==> config.mk <==
export PLATFORM = sky130hd
export DESIGN_NAME = vga_frame_sync
export DESIGN_NICKNAME = d
export VERILOG_FILES = /design/src/rtl/vga_frame_sync.sv
export SDC_FILE = /design/constraint.sdc
export NUM_CORES = 1
export LEC_CHECK = 0
export ABC_CLOCK_PERIOD_IN_PS = 4600
export CAP_MARGIN = 20
export CORE_MARGIN = 2
export CORE_UTILIZATION = 25
export DETAILED_ROUTE_END_ITERATION = 8
export MAX_ROUTING_LAYER = met4
export PLACE_DENSITY_LB_ADDON = 0.08
export SYNTH_ARGS = -nofsm -noshare
export SYNTH_HDL_FRONTEND = slang
export SYNTH_SLANG_ARGS = --single-unit
==> constraint.sdc <==
create_clock -name clk -period 4.6 [get_ports clk]
set_clock_uncertainty 0.1 [all_clocks]
set_input_delay 0.92 -clock clk [delete_from_list [all_inputs] [get_ports clk]]
set_output_delay 0.92 -clock clk [all_outputs]
set_load 0.1 [all_outputs]
==> src/rtl/vga_frame_sync.sv <==
`default_nettype none
// ============================================================================
// Module   : vga_frame_sync
// Brief    : VGA pixel-clock divider and raster timing generator (x/y, syncs,
//            visible window, frame start). Optional macro VGA_SYNC_DELAY_EN
//            adds a 2-clk delay to hsync/vsync for downstream pixel pipelines.
// Revision : 1.0 - initial release
// ============================================================================
module vga_frame_sync #(
    parameter int CLK_DIV = 4,
    parameter int HD      = 640,
    parameter int HF      = 16,
    parameter int HR      = 96,
    parameter int HB      = 48,
    parameter int VD      = 480,
    parameter int VF      = 10,
    parameter int VR      = 2,
    parameter int VB      = 33
) (
    input  logic        clk,
    input  logic        reset,
    output logic        pixel_tick,
    output logic [10:0] x,
    output logic [10:0] y,
    output logic        hsync,
    output logic        vsync,
    output logic        video_on,
    output logic        frame_start
);

    localparam logic [3:0]  c_div_last = 4'(CLK_DIV - 1);
    localparam logic [10:0] c_htotal   = 11'(HD + HF + HR + HB);
    localparam logic [10:0] c_vtotal   = 11'(VD + VF + VR + VB);
    localparam logic [10:0] c_hd       = 11'(HD);
    localparam logic [10:0] c_vd       = 11'(VD);
    localparam logic [10:0] c_hs_start = 11'(HD + HF);
    localparam logic [10:0] c_hs_end   = 11'(HD + HF + HR - 1);
    localparam logic [10:0] c_vs_start = 11'(VD + VF);
    localparam logic [10:0] c_vs_end   = 11'(VD + VF + VR - 1);

    logic [3:0]  r_div;
    logic [10:0] r_x;
    logic [10:0] r_y;
    logic        r_hsync;
    logic        r_vsync;
    logic        r_video_on;
    logic        w_tick;
    logic [10:0] w_x_nxt;
    logic [10:0] w_y_nxt;

    assign w_tick = (r_div == c_div_last);

    always_ff @(posedge clk or posedge reset) begin
        if (reset) begin
            r_div <= 4'd0;
        end else if (w_tick) begin
            r_div <= 4'd0;
        end else begin
            r_div <= r_div + 4'd1;
        end
    end

    // Both counters wrap in the same cycle at the frame corner, so (0,0)
    // follows (HTOTAL-1, VTOTAL-1) directly.
    always_comb begin
        w_x_nxt = r_x;
        w_y_nxt = r_y;
        if (w_tick) begin
            if (r_x == c_htotal - 11'd1) begin
                w_x_nxt = 11'd0;
                if (r_y == c_vtotal - 11'd1) begin
                    w_y_nxt = 11'd0;
                end else begin
                    w_y_nxt = r_y + 11'd1;
                end
            end else begin
                w_x_nxt = r_x + 11'd1;
            end
        end
    end

    // Decoding the next-state counters keeps syncs aligned with x/y.
    always_ff @(posedge clk or posedge reset) begin
        if (reset) begin
            r_x        <= 11'd0;
            r_y        <= 11'd0;
            r_hsync    <= 1'b1;
            r_vsync    <= 1'b1;
            r_video_on <= 1'b1;
        end else begin
            r_x        <= w_x_nxt;
            r_y        <= w_y_nxt;
            r_hsync    <= !((w_x_nxt >= c_hs_start) && (w_x_nxt <= c_hs_end));
            r_vsync    <= !((w_y_nxt >= c_vs_start) && (w_y_nxt <= c_vs_end));
            r_video_on <= (w_x_nxt < c_hd) && (w_y_nxt < c_vd);
        end
    end

`ifdef VGA_SYNC_DELAY_EN
    logic [1:0] r_hs_pipe;
    logic [1:0] r_vs_pipe;

    always_ff @(posedge clk or posedge reset) begin
        if (reset) begin
            r_hs_pipe <= 2'b11;
            r_vs_pipe <= 2'b11;
        end else begin
            r_hs_pipe <= {r_hs_pipe[0], r_hsync};
            r_vs_pipe <= {r_vs_pipe[0], r_vsync};
        end
    end

    assign hsync = r_hs_pipe[1];
    assign vsync = r_vs_pipe[1];
`else
    assign hsync = r_hsync;
    assign vsync = r_vsync;
`endif

    assign pixel_tick  = w_tick;
    assign x           = r_x;
    assign y           = r_y;
    assign video_on    = r_video_on;
    // First clk of pixel (0,0): after reset or after the frame wrap.
    assign frame_start = (r_div == 4'd0) && (r_x == 11'd0) && (r_y == 11'd0);

endmodule
`default_nettype wire

* Word-level counts from Yosys, hierarchy flattened
Cells that the tools add are included.
** Storage, ports and cells
- ROM bits :: 0
- Bits in writable memories :: 0
- Output and inout bits :: 27
- Bits in latches :: 0
- Register bits after elaboration :: 29
- Memories kept :: 0
- Word-level logic and storage cells :: 34
** Cells by class
- Muxes and demuxes :: 6
- Equality and inequality tests :: 3
- Multiply operators :: 0
- Add/sub/neg operators :: 3
- Divide/modulo/power cells :: 0
- Reduce and logical (&&, ||, !) cells :: 10
- Magnitude comparators :: 6
- Bitwise operators :: 0
- Shift-type cells :: 0
** Operator list (number)
- two-way mux 11 bit :: 5
- adder 11 x 1 -> 11 bit (second input constant) :: 2
- equality test 11 x 10 -> 1 bit (second input constant) :: 2
- logical NOT 11 bit :: 2
- >= comparator 11 x 10 -> 1 bit (second input constant) :: 1
- >= comparator 11 x 9 -> 1 bit (second input constant) :: 1
- less-or-equal comparator 11 x 10 -> 1 bit (second input constant) :: 1
- less-or-equal comparator 11 x 9 -> 1 bit (second input constant) :: 1
- < comparator 11 x 10 -> 1 bit (second input constant) :: 1
- < comparator 11 x 9 -> 1 bit (second input constant) :: 1
- logical AND 1 bit :: 5
- adder 4 x 1 -> 4 bit (second input constant) :: 1
- equality test 4 x 2 -> 1 bit (second input constant) :: 1
- logical NOT 4 bit :: 1
- two-way mux 4 bit :: 1
- logical NOT 1 bit :: 2

* Longest topological paths before layout
Gate-level depths: netlist (run 1).
- Word-level depth :: 7
- Mapped depth :: 9
- Mapped depth without buffers :: 8

* Least setup slack after synthesis (run 1)
Ideal clock, no wire load.
- Path type :: reg2out
- From :: register r_y[3] (netlist: y[3])
- To :: output port frame_start
- Path slack :: -0.999 ns
- Path buffers :: 1
- Stages on the path, launching flop included :: 4
- Arrival time :: 4.579 ns
- Cells stage by stage :: dfrtp_1 -> buf_2 -> or4b_2 -> nor4_1
** On the way
- Longest elaborated chain between the ends :: 2
** RTL lines
- from (decl) :: line 43 : logic [10:0] r_y;
- from (signal assigned) :: line 92 : r_y <= w_y_nxt;
- logical NOT 11 bit :: line 125 : assign frame_start = (r_div == 4'd0) && (r_x == 11'd0) && (r_y == 11'd0);
- logical AND 1 bit :: line 125
- to (decl) :: line 28 : output logic frame_start
Every way passes these cells.

* Worst setup path in the final report (run 1)
- From :: register r_div[0]
- To :: output port pixel_tick
** On the way
- Longest elaborated chain between the ends :: 1
** RTL lines
- from (decl) :: line 41 : logic [3:0] r_div;
- from (signal assigned) :: line 59 : r_div <= r_div + 4'd1;
- equality test 4 x 2 -> 1 bit :: line 51 : assign w_tick = (r_div == c_div_last);
- to (decl) :: line 22 : output logic pixel_tick,
Every way passes these cells.

==> metrics.md, run 1 <==
| Metric | Value |
|---|---|
| Number of antenna diodes | `0` |
| Ranking of synthesized cells by area | `dfrtp_1 35%, nand2_1 5.5%, dfstp_2 4.3%` |
| Crit path required time | `around 3.6 ns` |
| Initial antenna violation count | `0` |
| Largest net degree at the start of global routing | `30` |
| Crit-path cells | `ha_1, nand2_1, inv_1, clkdlybuf4s50_1` |
| Total track usage | `0.130` |
| Max-slew headroom | `0.337` |
| Max Slew Vio Count | `0` |
| RSZ-0062 raised after global routing | `false` |
| Post-placement cell count | `321` |
| CTS tree | `built` |
| Crit path arrival time | `roughly 2.5 ns` |
| Synth-to-layout area growth | `23.9%` |
| Resized cells post-CTS | `0` |
| Post-Syn Area | `1840 sq um` |
| Max Clk Rate | `between 0.2 and 0.3 GHz` |
| CTS Sinks | `29` |
| Period utilization | `0.767` |
| Register bit total from synthesis | `29` |
| DR iter-0 viols | `85` |
| Crit path time final | `around 3.5 ns` |
| Clock power frac | `0.453` |
| Final Non-Filler Cells | `around 330` |
| DP Area | `approximately 2200 sq um` |
| Initial Utilization | `0.256` |
| Syn. warnings | `0` |
| Critical path type | `flip-flop to output port` |
| Cell with the most instances after synthesis | `nand2_1` |
| CTS hold repair buffers | `0` |
| Clk slew on worst S/H paths | `0.06 ns` |
| Synth cell count leaders | `27 x nand2_1, 26 x dfrtp_1, 16 x nor2_1` |
| Power per cell area | `210 nW/um^2` |
| Core area | `7180 sq um` |
| Async set-reset flop share out of synthesis | `1.00` |
| Register share of total power | `0.533` |
| Setup TNS | `0 ns` |
| Post-CTS setup repair buffer count | `0` |
| Total gr overflow | `0` |
| CP peak stage delay | `between 1 and 1.5 ns` |
| Syn Inst Count | `204` |
| Peak VDD IR | `around 73 uV` |
| Net Count, Synth | `roughly 210` |
| Final core area utilization | `0.317` |
| Max Root-Sink Buffers | `2` |
| Via count | `approximately 1,600` |
| M2 GR Usage | `0.205` |
| Met1 usage | `0.163` |
| Sequential cell area fraction in the yosys report | `0.397` |
| EDFF count, synth | `0` |
| CP bufs+invs | `2` |
| IO Port Bufs | `28` |
| Finished Cell Area | `between 2000 and 2500 sq um` |
| Syn_area_per_cell | `9.00 sq um` |
| Global route hottest layer | `met2` |
| Nets@finish | `237` |
| Die ar. | `a little over 8000 sq um` |
| # setup viols final | `0` |
| Final WL | `just under 5000 microns` |
| Layout cell share with drive strength beyond 1 | `0.0961` |
| Outcome | `complete, no violations` |
| Max-cap violations | `0` |
| Vias in the first global route | `about 1,600` |
| Root Driver | `clkbuf_8` |
| Die X | `89.7 microns` |
| Final hold viol count | `0` |
| Hold Crit Class | `flip-flop to flip-flop` |
| Worst-path fanout max | `12` |
| Clk Latency, worst-skew pair | `0.28 ns` |
| Crit start category | `flip-flop` |
| DRC viols | `0` |
| Crit. End Element | `output port` |
| TritonCTS buffer count | `5` |
| IO Pins | `29` |
| Gpl congestion | `about 0.76` |
| Fillcell total | `approximately 760` |
| Slew @ Worst Pin | `around 0.99 ns` |
| Comb pwr share | `0.014` |
| M3 GR Usage | `0.0335` |
| Net Switching | `between 0.0001 and 0.00015 W` |
| Leak pwr | `a little under 0.9 nW` |
| Top-area cell type share of the netlist area | `0.354` |
| Drt wl/cell | `14.8 microns` |
| First-pass GRT wire length | `slightly above 8000 microns` |
| Netlist cell types | `50` |
| DRT Pass-1 Iters | `6` |
| Most used flip-flop cell after synthesis | `dfrtp_1` |
| Slowest cell on crit path | `clkdlybuf4s50_1` |
| Sw Ratio | `0.217` |
| Top Family by Delay on Critical Path | `buffers and inverters` |
| Drt via density | `between 4 and 5` |
| Die height | `about 90 microns` |
| Cell taking the most area after synthesis | `dfrtp_1` |
| H-tree depth | `2` |
| # rows | `31` |
| Post-DRT Antenna Nets | `0` |
| Post-DP HPWL | `roughly 3400 microns` |
| P_int | `roughly 0.00038 W` |
[flip-flops by register name, indices dropped and copies added, names as in the netlist]
register  flops
hsync         1
r_div         4
video_on      1
vsync         1
x            11
y            11
[path summary, 6_finish.rpt]
check | start | slack, ns | cells after the start | endpoint
worst max-delay path | r_div[0] | 1.07 | 4 | pixel_tick
worst min-delay path | r_div[0] | 0.39 | 1 | r_div[0]
worst max register to register | r_div[0] | 1.92 | 8 | vsync
worst min register to register | r_div[0] | 0.39 | 1 | r_div[0]
max in group asynchronous | reset | 3.15 | 3 | hsync
min in group asynchronous | reset | 0.92 | 3 | y[5]
[cell usage in the layout, fill, tap and decap left out, drive strengths merged, types with 2 or more instances in the layout]
| cell type | instances |
|---|---|
| nor4 | 4 |
| a21oi | 5 |
| nor3 | 9 |
| and4 | 4 |
| o31ai | 4 |
| nand3 | 12 |
| clkbuf | 7 |
| dfrtp | 26 |
| nand3b | 2 |
| inv | 10 |
| xor2 | 5 |
| ha | 6 |
| buf | 2 |
| o21ai | 12 |
| and3 | 4 |
| nand2b | 3 |
| nand2 | 27 |
| and2 | 3 |
| clkdlybuf4s50 | 27 |
| o41ai | 3 |
| nand4b | 2 |
| xnor2 | 9 |
| dfstp | 3 |
| nor2 | 16 |
| nand4 | 7 |
[cell families after synthesis]
family / share of synthesized area
buffers and inverters: 0.0545
muxes: 0.00545
xor gates and xnor gates: 0.0668
adders and majority gates: 0.0409
AOI/OAI and AO/OA: 0.144
and+or+nand+nor: 0.291
DFF: 0.397
[metal layers]
layer,vias to the layer above,wire length [microns]
met5,-,0
met4,0,89
met3,9,155
met2,30,2260
met1,763,2350
li1,780,-
[worst reg2reg max path, cell delays in order, from the launching register on]
cell and delay (ns):
dfrtp_1 0.39, ha_1 0.20, nand2_1 0.13, inv_1 0.30, and4_1 0.69, nand2b_4 0.14
a2111o_1 0.36, o2bb2a_4 0.22, nand3b_2 0.07
[cell type report]
cell class | instances | area, sq um | area share
flip-flops and latches | 29 | 729 | 0.321
multi-input cells | 154 | 1010 | 0.445
clock buffers | 7 | 86.3 | 0.0379
inverters | 10 | 37.5 | 0.0165
well taps | 99 | 124 | 0.0544
repair buffers | 29 | 285 | 0.125
[power by group through the flow]
| stage | Sequential, W | Clock [W] | Combinational (W) |
|---|---|---|---|
| floorplan | 0.000260 | 0 | 0.00000375 |
| global placement | 0.000260 | 0 | 0.00000744 |
| detailed placement | 0.000260 | 0 | 0.00000752 |
| CTS | 0.000255 | 0.000226 | 0.00000741 |
| global route | 0.000255 | 0.000241 | 0.00000797 |
| finish | 0.000255 | 0.000217 | 0.00000673 |
[metrics by stage]
| step | setup WS, ns | total power, W | hold WS (ns) |
|---|---|---|---|
| global placement | 1.38 | 0.000267 | 0.378 |
| CTS | 1.04 | 0.000488 | 0.401 |
| finish | 1.07 | 0.000479 | 0.391 |
| detailed placement | 1.35 | 0.000267 | 0.390 |
| global route | 0.915 | 0.000504 | 0.430 |
| floorplan | 0.151 | 0.000264 | 0.355 |
Note: power is estimated with default switching activity, not from simulation.
==> run 2, diff against run 1 <==
--- a/config.mk
+++ b/config.mk
@@ -5,7 +5,7 @@
 export SDC_FILE = /design/constraint.sdc
 export NUM_CORES = 1
 export LEC_CHECK = 0
-export ABC_CLOCK_PERIOD_IN_PS = 4600
+export ABC_CLOCK_PERIOD_IN_PS = 3400
 export CAP_MARGIN = 20
 export CORE_MARGIN = 2
 export CORE_UTILIZATION = 25
==> constraint.sdc (replaced) <==
create_clock -name clk -period 3.4 [get_ports clk]
set_clock_uncertainty 0.1 [all_clocks]
set_input_delay 0.68 -clock clk [delete_from_list [all_inputs] [get_ports clk]]
set_output_delay 0.68 -clock clk [all_outputs]
set_load 0.1 [all_outputs]
==> metrics.md, run 2 (synthesis results as in run 1) <==
| Metric | Value |
|---|---|
| Outcome | `complete, no violations` |
| FF-to-FF Start | `y[0]` |
| Hold Path Origin | `r_div[0]` |
| Initial Utilization | `0.256` |
| Number of antenna diodes | `0` |
| CTS hold repair buffers | `0` |
| Drt via density | `between 4 and 5` |
| Crit path time final | `2.81 ns` |
| Die height | `roughly 90 microns` |
| Nets@finish | `between 200 and 250` |
| Die X | `between 80 and 90 microns` |
| Post-DRT Antenna Nets | `0` |
| Final core area utilization | `0.310` |
| Crit. End Element | `output port` |
| DR iter-0 viols | `53` |
| Gpl congestion | `0.800` |
| Setup TNS | `0 ns` |
| Post-DP HPWL | `3590 microns` |
| Initial antenna violation count | `0` |
| Crit path arrival time | `2.03 ns` |
| CP Launch Point | `y[5]` |
| Drt wl/cell | `15.1 microns` |
| Final WL | `4980 microns` |
| DRT Pass-1 Iters | `4` |
| Via count | `1,558` |
| Die ar. | `about 8000 sq um` |
| Max Root-Sink Buffers | `2` |
| CTS Sinks | `29` |
| Clk slew on worst S/H paths | `around 0.060 ns` |
| Hold Crit Class | `flip-flop to flip-flop` |
| H-tree depth | `2` |
| IO Pins | `29` |
| Max-cap violations | `0` |
| # setup viols final | `0` |
| CTS tree | `built` |
| Max Slew Vio Count | `0` |
| Total track usage | `0.133` |
| Max-slew headroom | `0.710` |
| Final hold viol count | `0` |
| Resized cells post-CTS | `0` |
| Largest net degree at the start of global routing | `30` |
| IO Port Bufs | `28` |
| Root Driver | `clkbuf_8` |
| DRC viols | `0` |
| Synth-to-layout area growth | `21.2%` |
| Core area | `about 7200 sq um` |
| TritonCTS buffer count | `5` |
| Period utilization | `0.828` |
| Crit path required time | `2.62 ns` |
| Place WS | `between 0.8 and 0.9 ns` |
| Commonest non-fill, non-tap cells in the layout | `29 x buf_4, 27 x nand2_1, 24 x dfrtp_1` |
| Crit start category | `flip-flop` |
| Total gr overflow | `0` |
| Setup WS post-layout | `~0.59 ns` |
| Vias in the first global route | `around 1,600` |
| Post-CTS setup repair buffer count | `0` |
| RSZ-0062 raised after global routing | `false` |
| Layout cell share with drive strength beyond 1 | `0.225` |
| # rows | `31` |
| Commonest non-fill, non-tap cell in the layout | `buf_4` |
| Slew @ Worst Pin | `around 0.44 ns` |
| Leak pwr | `around 0.94 nW` |
| Critical path type | `flip-flop to output port` |
| Worst hold slack | `approximately 0.39 ns` |
| Fillcell total | `between 700 and 800` |
| Clk Latency, worst-skew pair | `roughly 0.28 ns` |
| Max Clk Rate | `approximately 0.36 GHz` |
| Power per cell area | `286 nW/um^2` |
| Worst-path fanout max | `8` |
| Multi-input logic area | `between 1000 and 1500 sq um` |
| First-pass GRT wire length | `about 8400 microns` |
| FF+latch area | `roughly 730 sq um` |
| Peak VDD IR | `92.0 uV` |
## run 2: cell types whose count changed in the layout (fill, tap and decap cells not counted), sizes merged
cell           delta
clkdlybuf4s50    -26
clkinv            +2
clkbuf            -1
buf              +27
## run 2: cell type report
cell class | instances | area share
Sequential cell | 29 | 0.329
Inverter | 10 | 0.0169
Timing Repair Buffer | 30 | 0.102
Multi-Input combinational cell | 154 | 0.459
Clock buffer | 6 | 0.0326
Tap cell | 99 | 0.0556
Clock inverter | 2 | 0.00450
## run 2: where the power goes
part / switching, W / total (W) / internal [W]
clock network: 0.000140 / 0.000282 / 0.000142
registers: 0 / 0.000345 / 0.000345
logic: 0.00000724 / 0.00000908 / 0.00000184
total: 0.000147 / 0.000636 / 0.000489
## run 2: layer usage
metal | track usage | vias to the layer above | wire length, microns
met1 | 0.178 | 748 | 2480
li1 | - | 780 | -
met3 | 0.0277 | 4 | 155
met2 | 0.208 | 26 | 2310
met4 | 0.0308 | 0 | 25
met5 | - | - | 0
## run 2: stage by stage
stage | cell area (sq um) | power, W | cells
2_1_floorplan | 1850 | 0.000357 | 204
3_5_place_dp | 2140 | 0.000361 | 322
3_3_place_gp | 2140 | 0.000362 | 322
4_1_cts | 2230 | 0.000652 | 330
6_report | 2230 | 0.000636 | 330
5_1_grt | 2230 | 0.000671 | 330
## run 2: worst paths after layout
| check | endpoint | slack, ns | depth (start not counted) |
|---|---|---|---|
| worst max register to register | vsync | 0.96 | 7 |
| worst min-delay path | r_div[0] | 0.39 | 1 |
| max in group asynchronous | video_on | 2.19 | 3 |
| worst max-delay path | frame_start | 0.59 | 4 |
| worst min register to register | r_div[0] | 0.39 | 1 |
| min in group asynchronous | x[4] | 0.69 | 3 |
## run 2: worst max-delay path, stage by stage (launching register included)
cell and delay [ns]:
dfrtp_1 0.45, nor4_1 0.44, nand3_1 0.23, nor4_4 0.30, buf_4 0.33
==> run 3, diff against run 2 <==
--- a/config.mk
+++ b/config.mk
@@ -5,7 +5,7 @@
 export SDC_FILE = /design/constraint.sdc
 export NUM_CORES = 1
 export LEC_CHECK = 0
-export ABC_CLOCK_PERIOD_IN_PS = 3400
+export ABC_CLOCK_PERIOD_IN_PS = 2750
 export CAP_MARGIN = 20
 export CORE_MARGIN = 2
 export CORE_UTILIZATION = 25
==> constraint.sdc (replaced) <==
create_clock -name clk -period 2.75 [get_ports clk]
set_clock_uncertainty 0.1 [all_clocks]
set_input_delay 0.55 -clock clk [delete_from_list [all_inputs] [get_ports clk]]
set_output_delay 0.55 -clock clk [all_outputs]
set_load 0.1 [all_outputs]
==> metrics.md, run 3 (synthesis results as in run 1) <==
| Metric | Value |
|---|---|
| First-pass GRT wire length | `between 8000 and 9000 microns` |
| Crit path arrival time | `1.85 ns` |
| Root Driver | `clkbuf_8` |
| Total track usage | `0.131` |
| Largest net degree at the start of global routing | `30` |
| R2R setup slack | `0.39 ns` |
| Sw Ratio | `0.202` |
| Worst-path fanout max | `8` |
| H-tree depth | `2` |
| Synth-to-layout area growth | `27.2%` |
| Period utilization | `0.910` |
| Crit. End Element | `output port` |
| IO Port Bufs | `28` |
| Crit start category | `flip-flop` |
| # rows | `31` |
| Post-DP HPWL | `approximately 3500 microns` |
| Clock power frac | `0.518` |
| M3 GR Usage | `0.0302` |
| M2 GR Usage | `0.192` |
| Net Switching | `0.000184 W` |
| Commonest non-fill, non-tap cell in the layout | `buf_4` |
| FF-to-FF Start | `r_div[0]` |
| Initial Utilization | `0.256` |
| Total gr overflow | `0` |
| TritonCTS buffer count | `5` |
| Reg-to-reg endpoint | `video_on` |
| Final hold viol count | `0` |
| Worst hold slack | `about 0.39 ns` |
| DR iter-0 viols | `~80` |
| Drt via density | `about 4.8` |
| Clk Latency, worst-skew pair | `between 0.2 and 0.3 ns` |
| Max Clk Rate | `0.400 GHz` |
| Setup WS post-layout | `about 0.25 ns` |
| DRT Pass-1 Iters | `4` |
| Crit path time final | `approximately 2.5 ns` |
| Worst r2r path cells | `8` |
| Number of antenna diodes | `0` |
| Drt wl/cell | `approximately 15 microns` |
| Nets@finish | `240` |
| Max Slew Vio Count | `0` |
| Post-DRT Antenna Nets | `0` |
| Initial antenna violation count | `0` |
| CTS Sinks | `29` |
| Vias in the first global route | `between 1,500 and 2,000` |
| Place WS | `0.418 ns` |
| Die X | `between 80 and 90 microns` |
| Hold Crit Class | `flip-flop to flip-flop` |
| CTS hold repair buffers | `0` |
| # setup viols final | `0` |
| Global route hottest layer | `met2` |
| P_int | `0.000724 W` |
| IO Pins | `29` |
| Final WL | `4880 microns` |
| Post-CTS setup repair buffer count | `0` |
| Leak pwr | `0.944 nW` |
| Via count | `approximately 1,600` |
| Critical path type | `flip-flop to output port` |
| Layout cell share with drive strength beyond 1 | `0.305` |
| Die ar. | `8050 sq um` |
| Die height | `89.7 microns` |
| Register share of total power | `0.470` |
| Max-cap violations | `0` |
| Max Root-Sink Buffers | `2` |
| Crit path required time | `between 2 and 2.5 ns` |
| Resized cells post-CTS | `0` |
| CP Launch Point | `y[7]` |
| RSZ-0062 raised after global routing | `false` |
| Max-slew headroom | `0.740` |
| DRC viols | `0` |
| Outcome | `complete, no violations` |
| Clk slew on worst S/H paths | `approximately 0.07 ns` |
| Peak VDD IR | `about 210 uV` |
| Power per cell area | `just under 400 nW/um^2` |
| CP Capture Point | `frame_start` |
| Gpl congestion | `0.779` |
| Slew @ Worst Pin | `~0.39 ns` |
| Core area | `about 7200 sq um` |
| Met1 usage | `0.180` |
| Commonest non-fill, non-tap cells in the layout | `29 x buf_4, 27 x nand2_1, 16 x nor2_1` |
| CTS tree | `built` |
| Comb pwr share | `0.012` |
## run 3: changes by cell type in the layout (fill, tap and decap cells not counted)
cell,delta
bufinv_16,+1
dfrtp_1,-16
nor4_1,-1
clkbuf_8,+1
nor4_2,+1
buf_12,+2
or4b_2,-1
dfrtp_4,+3
or4b_4,+1
dfrtp_2,+13
clkinv_2,-2
## run 3: worst max-delay path: stages, from the launching register on
cell and delay [ns]:
dfrtp_4 0.52, nor4_2 0.29, nand3_1 0.19, nor4_4 0.35
buf_12 0.22
## run 3: cell type report
type                       count  area, sq um
inverter                      10         37.5
timing repair buffer          32          268
multi-input combinational    154         1030
clock buffer                   7         86.3
sequential                    29          759
fill                         750         4840
clock inverter                 1         30.0
tap                           99          124
## run 3: worst min path at each step
| stage | start | endpoint | depth (start not counted) |
|---|---|---|---|
| after floorplan | r_div[0] | r_div[0] | 1 |
| after global placement | r_div[0] | r_div[0] | 1 |
| after detailed placement | r_div[0] | r_div[0] | 1 |
| after CTS | r_div[0] | r_div[0] | 1 |
| after global routing | r_div[0] | r_div[0] | 1 |
| final | r_div[0] | r_div[0] | 1 |
## run 3: through the flow
stage	std cells	cell area, sq um	power [W]	utilization	setup TNS, ns
after floorplan	204	1900	0.000441	-	-0.216
after CTS	332	2340	0.000925	0.326	0
after global routing	332	2340	0.000945	0.326	0
after global placement	324	2220	0.000447	0.310	0
after detailed placement	324	2220	0.000447	0.310	0
final	332	2340	0.000908	0.326	0
## run 3: routing by layer
layer	part of all wire	vias up	routed length (microns)
met5	0	-	0
met4	0.010	0	51
met3	0.044	5	214
met2	0.44	33	2130
met1	0.51	746	2480
li1	-	795	-
## run 3: power groups by stage
| stage | Sequential (W) | Clock, W | Combinational [W] |
|---|---|---|---|
| 2_1_floorplan | 0.000435 | 0 | 0.00000626 |
| 3_3_place_gp | 0.000435 | 0 | 0.0000121 |
| 3_5_place_dp | 0.000435 | 0 | 0.0000123 |
| 4_1_cts | 0.000426 | 0.000487 | 0.0000123 |
| 5_1_grt | 0.000426 | 0.000506 | 0.0000133 |
| 6_report | 0.000426 | 0.000470 | 0.0000111 |
